File: src/rtl/video_pixel_feeder.sv
// video_pixel_feeder
//   Pulls pixels from a first-word-fall-through FIFO in step with an external
//   display timing generator and presents them, with the sync/blank signals,
//   one cycle later on aligned registered outputs.
//
// Ports
//   pixel_clk, pixel_rst_n      clock, asynchronous active-low reset
//   hs_i, vs_i                  syncs from timing generator (active low)
//   blank_i                     1 = active display pixel
//   fifo_rdata, fifo_empty      FIFO head word / empty flag
//   fifo_rd                     combinational pop of FIFO head
//   hs_o, vs_o, blank_o, rgb_o  registered, mutually aligned video outputs
//   frame_start                 pulse alongside pixel (0,0) of each frame
//   underflow_cnt               saturating count of pixels emitted while empty
//   frame_err                   sticky: a frame had the wrong pixel count
module video_pixel_feeder #(
    parameter int HDISP = 800,
    parameter int VDISP = 480
) (
    input  logic        pixel_clk,
    input  logic        pixel_rst_n,
    input  logic        hs_i,
    input  logic        vs_i,
    input  logic        blank_i,
    input  logic [23:0] fifo_rdata,
    input  logic        fifo_empty,
    output logic        fifo_rd,
    output logic        hs_o,
    output logic        vs_o,
    output logic        blank_o,
    output logic [23:0] rgb_o,
    output logic        frame_start,
    output logic [15:0] underflow_cnt,
    output logic        frame_err
);

    localparam int XW = (HDISP > 1) ? $clog2(HDISP) : 1;
    localparam int YW = (VDISP > 1) ? $clog2(VDISP) : 1;
    localparam logic [XW-1:0] X_LAST = XW'(HDISP - 1);
    localparam logic [YW-1:0] Y_LAST = YW'(VDISP - 1);

    typedef enum logic [1:0] {WAIT_VS, WAIT_ACT, RUN} state_t;

    state_t        r_state, w_state_nxt;
    logic          r_vs_d;
    logic [XW-1:0] r_x, w_x_nxt, w_bx;
    logic [YW-1:0] r_y, w_y_nxt, w_by;
    logic          r_full, w_full_nxt, w_bfull;   // all HDISP*VDISP pixels seen
    logic          r_ovf, w_ovf_nxt, w_bovf;      // at least one pixel beyond that
    logic          w_vs_fall, w_cnt_ok, w_err, w_armed, w_entry, w_pix;

    assign w_vs_fall = r_vs_d & ~vs_i;
    assign w_cnt_ok  = r_full & ~r_ovf;
    assign w_err     = (r_state == RUN) & w_vs_fall & ~w_cnt_ok;

    // "Armed" = ready to take pixel (0,0) this cycle. A vs fall is resolved
    // first, so an active pixel on the same cycle opens the new frame.
    assign w_armed = (r_state == WAIT_ACT) |
                     (w_vs_fall & ((r_state == WAIT_VS) | ((r_state == RUN) & w_cnt_ok)));
    assign w_entry = w_armed & blank_i;
    assign w_pix   = w_entry | ((r_state == RUN) & ~w_vs_fall & blank_i);
    assign fifo_rd = pixel_rst_n & w_pix & ~fifo_empty;

    always_comb begin
        w_state_nxt = r_state;
        if (w_err)
            w_state_nxt = WAIT_VS;
        else if (w_entry)
            w_state_nxt = RUN;
        else if (w_armed)
            w_state_nxt = WAIT_ACT;
    end

    // Position tracking: the entry pixel advances from (0,0) regardless of
    // leftovers from the previous frame. Once full, x/y hold and ovf latches.
    always_comb begin
        w_bx       = w_entry ? '0 : r_x;
        w_by       = w_entry ? '0 : r_y;
        w_bfull    = w_entry ? 1'b0 : r_full;
        w_bovf     = w_entry ? 1'b0 : r_ovf;
        w_x_nxt    = r_x;
        w_y_nxt    = r_y;
        w_full_nxt = r_full;
        w_ovf_nxt  = r_ovf;
        if (w_pix) begin
            w_x_nxt    = w_bx;
            w_y_nxt    = w_by;
            w_full_nxt = w_bfull;
            w_ovf_nxt  = w_bovf;
            if (w_bfull)
                w_ovf_nxt = 1'b1;
            else if (w_bx != X_LAST)
                w_x_nxt = w_bx + 1'b1;
            else if (w_by != Y_LAST) begin
                w_x_nxt = '0;
                w_y_nxt = w_by + 1'b1;
            end else
                w_full_nxt = 1'b1;
        end
    end

    always_ff @(posedge pixel_clk or negedge pixel_rst_n) begin
        if (!pixel_rst_n) begin
            r_state       <= WAIT_VS;
            r_vs_d        <= 1'b1;
            r_x           <= '0;
            r_y           <= '0;
            r_full        <= 1'b0;
            r_ovf         <= 1'b0;
            rgb_o         <= 24'h000000;
            hs_o          <= 1'b1;
            vs_o          <= 1'b1;
            blank_o       <= 1'b0;
            frame_start   <= 1'b0;
            underflow_cnt <= 16'h0000;
            frame_err     <= 1'b0;
        end else begin
            r_state     <= w_state_nxt;
            r_vs_d      <= vs_i;
            r_x         <= w_x_nxt;
            r_y         <= w_y_nxt;
            r_full      <= w_full_nxt;
            r_ovf       <= w_ovf_nxt;
            rgb_o       <= fifo_rd ? fifo_rdata : 24'h000000;
            hs_o        <= hs_i;
            vs_o        <= vs_i;
            blank_o     <= blank_i;
            frame_start <= w_entry;
            if (w_pix && fifo_empty && underflow_cnt != 16'hFFFF)
                underflow_cnt <= underflow_cnt + 16'd1;
            if (w_err)
                frame_err <= 1'b1;
        end
    end

endmodule

File: config.mk
export PLATFORM = sky130hd
export DESIGN_NAME = video_pixel_feeder
export DESIGN_NICKNAME = d
export VERILOG_FILES = /design/src/rtl/video_pixel_feeder.sv
export SDC_FILE = /design/constraint.sdc
export NUM_CORES = 1
export LEC_CHECK = 0
export ABC_AREA = 1
export BUFFER_PORTS_ARGS = -buffer_cell sky130_fd_sc_hd__buf_2
export CORE_AREA = 2 2 90 74
export CTS_CLUSTER_DIAMETER = 30
export DETAILED_ROUTE_END_ITERATION = 10
export DIE_AREA = 0 0 92 76
export PLACE_DENSITY = 0.84
export SYNTH_ARGS = -nofsm -noshare
export SYNTH_HDL_FRONTEND = slang
export SYNTH_SLANG_ARGS = --single-unit
File: constraint.sdc
create_clock -name pixel_clk -period 5.45 [get_ports pixel_clk]
set_input_delay 1.635 -clock pixel_clk [delete_from_list [all_inputs] [get_ports pixel_clk]]
set_output_delay 1.635 -clock pixel_clk [all_outputs]
set_load 0.01 [all_outputs]
After elaboration in Yosys (flattened, before gate mapping) --
Cells that the tools add are included.
Storage, ports and cells: bits in registers 68, input bits 30, output and inout bits 46, logic and storage cells 63
Cells by class: add/subtract/negate cells 3, eq/ne operators 5, multiplexer cells 18, bitwise logic cells 19, reduce and logical (&&, ||, !) cells 6
Operators by type and width (count):
- two-way mux 10 bit | 4
- two-way mux 9 bit | 4
- two-way mux 24 bit | 1
- adder 16 x 1 -> 16 bit (second input constant) | 1
- != test 16 bit (second input constant) | 1
- bitwise AND 1 bit | 11
- adder 10 x 1 -> 10 bit (second input constant) | 1
- != test 10 bit (second input constant) | 1
- adder 9 x 1 -> 9 bit (second input constant) | 1
- != test 9 bit (second input constant) | 1
- two-way mux 1 bit | 6
- two-way mux 2 bit | 3
- inverter 1 bit | 5
- OR 1 bit | 3
- nonzero test 3 bit | 1
- == test 2 x 1 -> 1 bit (second input constant) | 1
- == test 2 bit (second input constant) | 1
- logical AND 1 bit | 2
- logical NOT 2 bit | 1
- AND reduction 2 bit | 1
- nonzero test 2 bit | 1

Longest topological paths before layout --
Gate-level depths: netlist of the first run.
word-level depth 12, depth in mapped cells 18

Worst setup path after synthesis of the first run --
Ideal clock, no wire load.
path type input -> output, from input vs_i, to output fifo_rd, arrival 2.624 ns, path slack 1.191 ns, stages 9, buffers on the path 2, path through inv_1 > nand2_1 > nand2_1 > nand3_4 > nand2_4 > buf_2 > nand3_2 > buf_2 > inv_1
Between the ends: cells in the longest elaborated chain, start to end 8, elaborated cells on any way between the ends 11
RTL lines:
- from (decl) | line 23 | input logic vs_i,
- inverter 1 bit (*) | line 52 | assign w_vs_fall = r_vs_d & ~vs_i;
- bitwise AND 1 bit (*) | line 52
- bitwise AND 1 bit / inverter 1 bit (equally long branches) | line 59, 61
- OR 1 bit / bitwise AND 1 bit (equally long branches) | line 58, 61
- bitwise AND 1 bit, on equally long branches | line 60, 61
- OR 1 bit (*) | line 61 | assign w_pix = w_entry | ((r_state == RUN) & ~w_vs_fall & blank_i);
- bitwise AND 1 bit (*) (2 in a row) | line 62 | assign fifo_rd = pixel_rst_n & w_pix & ~fifo_empty;
- to (decl) | line 27 | output logic fifo_rd,
Every way passes the cells marked *; elsewhere a longest branch is shown, timed or not.

Worst setup path after layout of the first run --
Ends and elaborated chain as after synthesis.

==> summary.txt, run 1 <==
Synth
  – Most frequent cells after synthesis: 89 x nand2_1, 76 x inv_1, 66 x dfrtp_1, 55 x nor2_1, 28 x nand3_1
  – Post-synthesis mux area share: 0%
  – Syn Std Cell Area: 3440 um^2
  – Synth Area in Compound Gates: 3.92%
  – Synth area leader: dfrtp_1
  – Syn_nets: 456
  – Post-Synth XOR/XNOR Area: 4.32%
  – Simple-gate share of the synthesized area: 31.0%
  – Post-synthesis area per instance: 8.12 um^2
  – Synth area leaders: dfrtp_1 48%, nand2_1 9.7%, inv_1 8.3%
  – Post-Syn Instances: 424
  – Yosys warnings: 0
  – Top-count cell post-synth: nand2_1
  – Synthesized flop and latch total: 68
  – Largest family of logic cells by synthesized area: simple AND/OR/NAND/NOR gates
  – Top-area cell type share of the netlist area: 47.9%
  – Async SR Flop Fraction: 100%
  – Number of different library cells in the post-synthesis netlist: 33
  – Register area share after synthesis: 49.5%
  – Synth Flop Type: dfrtp_1
  – Post-synth EDFFs: 0
  – Post-synthesis adder-cell area fraction: 0.726%

STA
  – Final Hold Fails: 0
  – Slew at the pin closest to its max-slew limit: 0.825 ns
  – Peak Freq: 219 MHz
  – Unrepaired setup endpoints after global routing: no
  – Tmin final: 4.57 ns
  – Setup-failing EPs final: 0
  – Final setup margin: 0.877 ns
  – Post-route setup TNS: 0 ns
  – Slew HR: 45.0%
  – Pins Over Slew Limit: 0
  – Clock Skew: 0.00509 ns
  – Worst Hold Margin: 0.474 ns
  – Final period utilization: 83.9%

Layout
  – # diodes: 0
  – Post-route cell area: 4100 um^2
  – Layout cells sized above 1: 24.2%
  – Nets: 535
  – Multi-input logic area: 1380 um^2
  – FF/Latch Area: 1700 um^2
  – Layout area overhead: 19.1%
  – Filler instances: 506

Clock network
  – Num CTS Buffers: 9
  – Post-CTS Setup Bufs: 0
  – H-tree Lvls: 3
  – # resized after CTS: 0
  – Clock transition at the registers of the reported paths: 0.07 ns
  – Clock tree sinks: 68
  – CTS Buffer Depth: 2
  – CTS tree: done
  – CTS Hold Bufs: 0
  – Clock root buffer: clkbuf_8
  – Worst skew pair latency: 0.34 ns

Critical path
  – Critical path type: in -> out
  – Crit end category: primary output
  – Crit Path Max Fanout: 33
  – Crit path DAT: 2.94 ns
  – Worst EP required: 3.82 ns
  – Crit start category: input port

Placement
  – Post-DP Area: 3880 um^2
  – Pre-CTS setup slack: 0.897 ns
  – Port-buffer cells: 75
  – Post-DP HPWL: 5.37 mm
  – GPL Wtd Cong: 0.865

Global routing
  – GRT Overall Usage: 22.4%
  – Antenna violations before repair: 0
  – First-pass GRT wire length: 12.5 mm
  – Pin count of the biggest net entering global routing: 69
  – Number of global-route vias before repair: 2852
  – Final global-route overflow total: 0

Routing
  – WL per Instance: 12.5 um
  – Routed Antenna Nets: 0
  – Routed WL: 7.37 mm
  – Residual DRC count: 0
  – First-pass DRT Iterations: 4
  – Initial DRC Count: 158
  – Vias per cell: 5.03
  – Vias: 2978

Floorplanning
  – Die area: 6990 um^2
  – Die height: 76 um
  – FP Rows: 26
  – Die width: 92 um
  – IO Pins: 76
  – Core area: 6180 um^2
  – Initial core utilization: 55.7%

Pwr
  – Max IR drop VDD: 190 uV
  – P per Cell Area: 244 nW/um^2
  – Pleak: 2.41 nW
  – Power Total: 0.00100 W

Status
  – Outcome: finished, final reports clean

Flow run
  – Number of max-cap violations: 0

Worst hold path
  – HP Class: reg -> reg
[power by group]
| group | total [W] | internal (W) | switching, W |
|---|---|---|---|
| Sequential | 0.000506 | 0.000506 | 0.000000349 |
| Clock | 0.000466 | 0.000272 | 0.000194 |
| Combinational | 0.0000273 | 0.00000996 | 0.0000174 |
[final timing paths]
| check | endpoint | cells after the start | startpoint | slack (ns) |
|---|---|---|---|---|
| setup / recovery | fifo_rd | 9 | vs_i | 0.88 |
| hold / removal | frame_err | 1 | frame_err | 0.47 |
| setup reg to reg | r_x[9] | 14 | r_vs_d | 2.94 |
| hold reg to reg | frame_err | 1 | frame_err | 0.47 |
| max in group asynchronous | rgb_o[2] | 2 | pixel_rst_n | 3.33 |
| min in group asynchronous | underflow_cnt[5] | 2 | pixel_rst_n | 1.58 |
[cell families after synthesis]
group	Yosys count
adders and majority gates	2
and+or+nand+nor	222
DFF	68
buffers and inverters	89
xor gates and xnor gates	17
AOI/OAI and AO/OA	26
[layout make-up]
cell class	instances	share of cell area (%)
Sequential cell	68	41.5
Multi-Input combinational cell	267	33.5
Timing Repair Buffer	77	9.51
Inverter	80	7.38
Clock buffer	11	3.45
Tap cell	84	2.56
Clock inverter	5	2.04
[critical path, stage by stage]
cell	delay, ns
buf_2	0.11
inv_1	0.04
nand2_1	0.07
nand2_1	0.13
nand3_4	0.34
nand2_4	0.30
nand3_2	0.10
inv_1	0.07
buf_2	0.12
[flip-flops by register name, summed over array words and instances (netlist names)]
| name | count |
|---|---|
| rgb_o | 24 |
| underflow_cnt | 16 |
| r_x | 10 |
| r_y | 9 |
| r_state | 2 |
| blank_o | 1 |
| frame_err | 1 |
| frame_start | 1 |
| hs_o | 1 |
| r_full | 1 |
| r_ovf | 1 |
| r_vs_d | 1 |
[layer usage]
metal	global-route usage, %	share of wire, %	up-vias
met1	29.2	44	1382
met3	8.11	9.2	13
li1	-	-	1467
met4	8.06	1.2	0
met5	0	0	-
met2	34.5	45	116
[placed cells by master (no fill, tap or decap), types with 2 or more instances in the layout]
cell / count
inv_1: 76
xnor2_1: 7
or2_2: 2
a21oi_1: 12
o21ai_0: 12
buf_2: 75
nand2_4: 2
nor2_4: 5
nor3_1: 7
nor2_2: 3
clkinvlp_4: 2
nor2_1: 55
dfstp_2: 2
xor2_1: 10
inv_2: 3
nand4_1: 16
clkbuf_8: 10
nand2_1: 89
buf_4: 2
nand2_2: 6
bufinv_16: 2
nand3_2: 3
ha_1: 2
nand3_1: 28
dfrtp_1: 66
[stage by stage]
| stage | utilization, % | std cells |
|---|---|---|
| 2_1_floorplan | - | 424 |
| 3_3_place_gp | 62.8 | 576 |
| 3_5_place_dp | 62.8 | 576 |
| 4_1_cts | 66.4 | 592 |
| 5_1_grt | 66.4 | 592 |
| 6_report | 66.4 | 592 |
No activity file was read; power rests on OpenSTA's default activity.
==> inputs of run 2 (changes only) <==
Settings changed: CORE_AREA 2 2 90 74 to 2 2 93 77, DIE_AREA 0 0 92 76 to 0 0 95 79, PLACE_DENSITY 0.84 to 0.79.
Clock period 5.45 ns to 4.4 ns, I/O delays scaled along.
==> summary.txt, run 2 (synthesized netlist as in run 1, its figures left out) <==
STA
  – Worst Hold Margin: 0.454 ns (-0.0200 ns)
  – Setup-failing EPs final: 0 (unchanged)
  – Peak Freq: 284 MHz
  – Pins Over Slew Limit: 0 (unchanged)
  – Tmin final: 3.52 ns
  – Post-route setup TNS: 0 ns (unchanged)
  – Slew HR: 45.0% (about the same)
  – Final setup margin: 0.885 ns (+0.00729 ns)
  – Clock Skew: 0.00584 ns (+0.000752 ns)
  – Final period utilization: 79.9%
  – Unrepaired setup endpoints after global routing: no
  – Final Hold Fails: 0 (unchanged)
  – Slew at the pin closest to its max-slew limit: 0.825 ns (-0.000384 ns)

Layout
  – Largest registers: rgb_o: 24 flops, underflow_cnt: 16 flops, r_x: 10 flops
  – Nets: 536 (+0.19%)
  – # diodes: 0 (unchanged)
  – Most frequent cells in the layout: 89 x nand2_1, 76 x inv_1, 75 x buf_2
  – Layout cells sized above 1: 24.6% (+0.35 points)
  – Multi-input logic area: 1380 um^2 (unchanged)
  – Top reg by flops: rgb_o
  – Post-route cell area: 4090 um^2 (-0.34%)
  – Max FFs per register: 24 (unchanged)
  – Filler instances: 575 (+14%)
  – Layout area overhead: 18.7%
  – Most common cell after layout, fill and taps aside: nand2_1
  – FF/Latch Area: 1700 um^2 (unchanged)

Clock network
  – Post-CTS Setup Bufs: 0 (unchanged)
  – CTS tree: done
  – # resized after CTS: 0 (unchanged)
  – Clock transition at the registers of the reported paths: 0.08 ns (about the same)
  – Worst skew pair latency: 0.34 ns (about the same)
  – H-tree Lvls: 3 (unchanged)
  – Clock tree sinks: 68 (unchanged)
  – CTS Buffer Depth: 2 (unchanged)
  – Clock root buffer: clkbuf_8
  – CTS Hold Bufs: 0 (unchanged)
  – Num CTS Buffers: 9 (unchanged)

Pwr
  – P per Cell Area: 287 nW/um^2 (+18%)
  – Pleak: 2.40 nW (-0.26%)
  – Max IR drop VDD: 226 uV (+19%)

Worst hold path
  – Hold Path End: frame_err
  – HP Class: reg -> reg
  – Hold path depth: 1 (unchanged)
  – Hold path startpoint: frame_err

Global routing
  – GRT Overall Usage: 21.4% (-0.95 points)
  – Pin count of the biggest net entering global routing: 69 (unchanged)
  – Antenna violations before repair: 0 (unchanged)
  – Number of global-route vias before repair: 2807 (-1.6%)
  – First-pass GRT wire length: 12.5 mm (-0.22%)
  – Final global-route overflow total: 0 (unchanged)

Floorplanning
  – Die width: 95 um (+3.3%)
  – FP Rows: 27 (+3.8%)
  – Die height: 79 um (+3.9%)
  – Core area: 6660 um^2 (+7.7%)
  – IO Pins: 76 (unchanged)
  – Initial core utilization: 51.8% (-4.0 points)
  – Die area: 7510 um^2 (+7.3%)

Routing
  – Vias per cell: 4.93 (-2.0%)
  – Post-Route M1 WL: 3.33 mm (+2.0%)
  – Initial DRC Count: 233 (+47%)
  – Vias: 2937 (-1.4%)
  – Max layer used: met4
  – First-pass DRT Iterations: 4 (unchanged)
  – Routed met3 length: 484 um (-28%)
  – Wire length on met2: 3.28 mm (-2.0%)
  – Residual DRC count: 0 (unchanged)
  – WL per Instance: 12.1 um (-3.2%)
  – Routed Antenna Nets: 0 (unchanged)
  – Routed WL: 7.18 mm (-2.6%)

Placement
  – GPL Wtd Cong: 0.893 (+3.2%)
  – Post-DP HPWL: 5.22 mm (-3.0%)
  – Port-buffer cells: 75 (unchanged)
  – Pre-CTS setup slack: 0.859 ns (-0.0387 ns)
  – Post-DP Area: 3890 um^2 (+0.29%)

Critical path
  – CP Cell Sequence: buf_2 > inv_1 > nand2_1 > nand2_1 > nand3_4 > nand2_4 > nand3_2 > inv_1 > buf_2
  – Slowest cell on crit path: nand2_4
  – CP delay by family, top: simple AND/OR/NAND/NOR gates
  – Crit end category: primary output
  – Worst r2r src: r_full
  – Crit start category: input port
  – CP peak stage delay: 0.15 ns (-0.19 ns)
  – Worst EP required: 3.08 ns (-0.74 ns)
  – Worst Path Buf+Inv: 4 (unchanged)
  – Reg-to-reg endpoint: r_x[1]
  – Critical path type: in -> out
  – Crit Path Max Fanout: 11 (-67%)
  – R2R setup slack: 1.85 ns (-1.09 ns)
  – Crit path DAT: 2.20 ns (-0.74 ns)
  – Reg2Reg Depth: 15 (+1)

Status
  – Outcome: finished, final reports clean

Flow run
  – Number of max-cap violations: 0 (unchanged)
-- run 2: cell count changes in the layout (fill, tap and decap cells not counted) --
| cell | before | now |
|---|---|---|
| clkinv_2 | 0 | 1 |
| clkbuf_8 | 10 | 9 |
| buf_4 | 2 | 3 |
| clkinv_4 | 0 | 2 |
| clkbuf_1 | 1 | 0 |
| bufinv_16 | 2 | 1 |
-- run 2: area by class of cell --
class,count,share of cell area [%]
clock buffers,9,3.03
clock inverters,7,1.87
inverters,80,7.40
multi-input cells,267,33.6
flip-flops and latches,68,41.7
well taps,87,2.66
repair buffers,78,9.73
-- run 2: stage by stage --
stage | instances | util, % | total power (W)
2_1_floorplan | 424 | - | 0.000646
3_3_place_gp | 580 | 58.5 | 0.000674
3_5_place_dp | 580 | 58.5 | 0.000674
4_1_cts | 596 | 61.5 | 0.00119
5_1_grt | 596 | 61.5 | 0.00122
6_report | 596 | 61.5 | 0.00117
-- run 2: worst max path at each step --
stage | end | startpoint | slack [ns] | cells after the start
floorplan | fifo_rd | vs_i | 0.77 | 9
global placement | fifo_rd | vs_i | 0.90 | 9
detailed placement | r_x[8] | vs_i | 0.86 | 17
CTS | fifo_rd | vs_i | 0.87 | 9
global route | fifo_rd | vs_i | 0.77 | 9
finish | fifo_rd | vs_i | 0.88 | 9
-- run 2: where the power goes --
| part | internal (W) | switching (W) | total, W |
|---|---|---|---|
| clock network | 0.000264 | 0.000250 | 0.000514 |
| logic | 0.0000123 | 0.0000214 | 0.0000337 |
| registers | 0.000627 | 0.000000346 | 0.000627 |
| total | 0.000903 | 0.000272 | 0.00117 |
-- run 2: metal layers --
layer	vias to the layer above	GRT usage, %
met5	-	0
met2	98	33.6
met4	0	6.96
met1	1362	28.1
li1	1467	-
met3	10	7.02
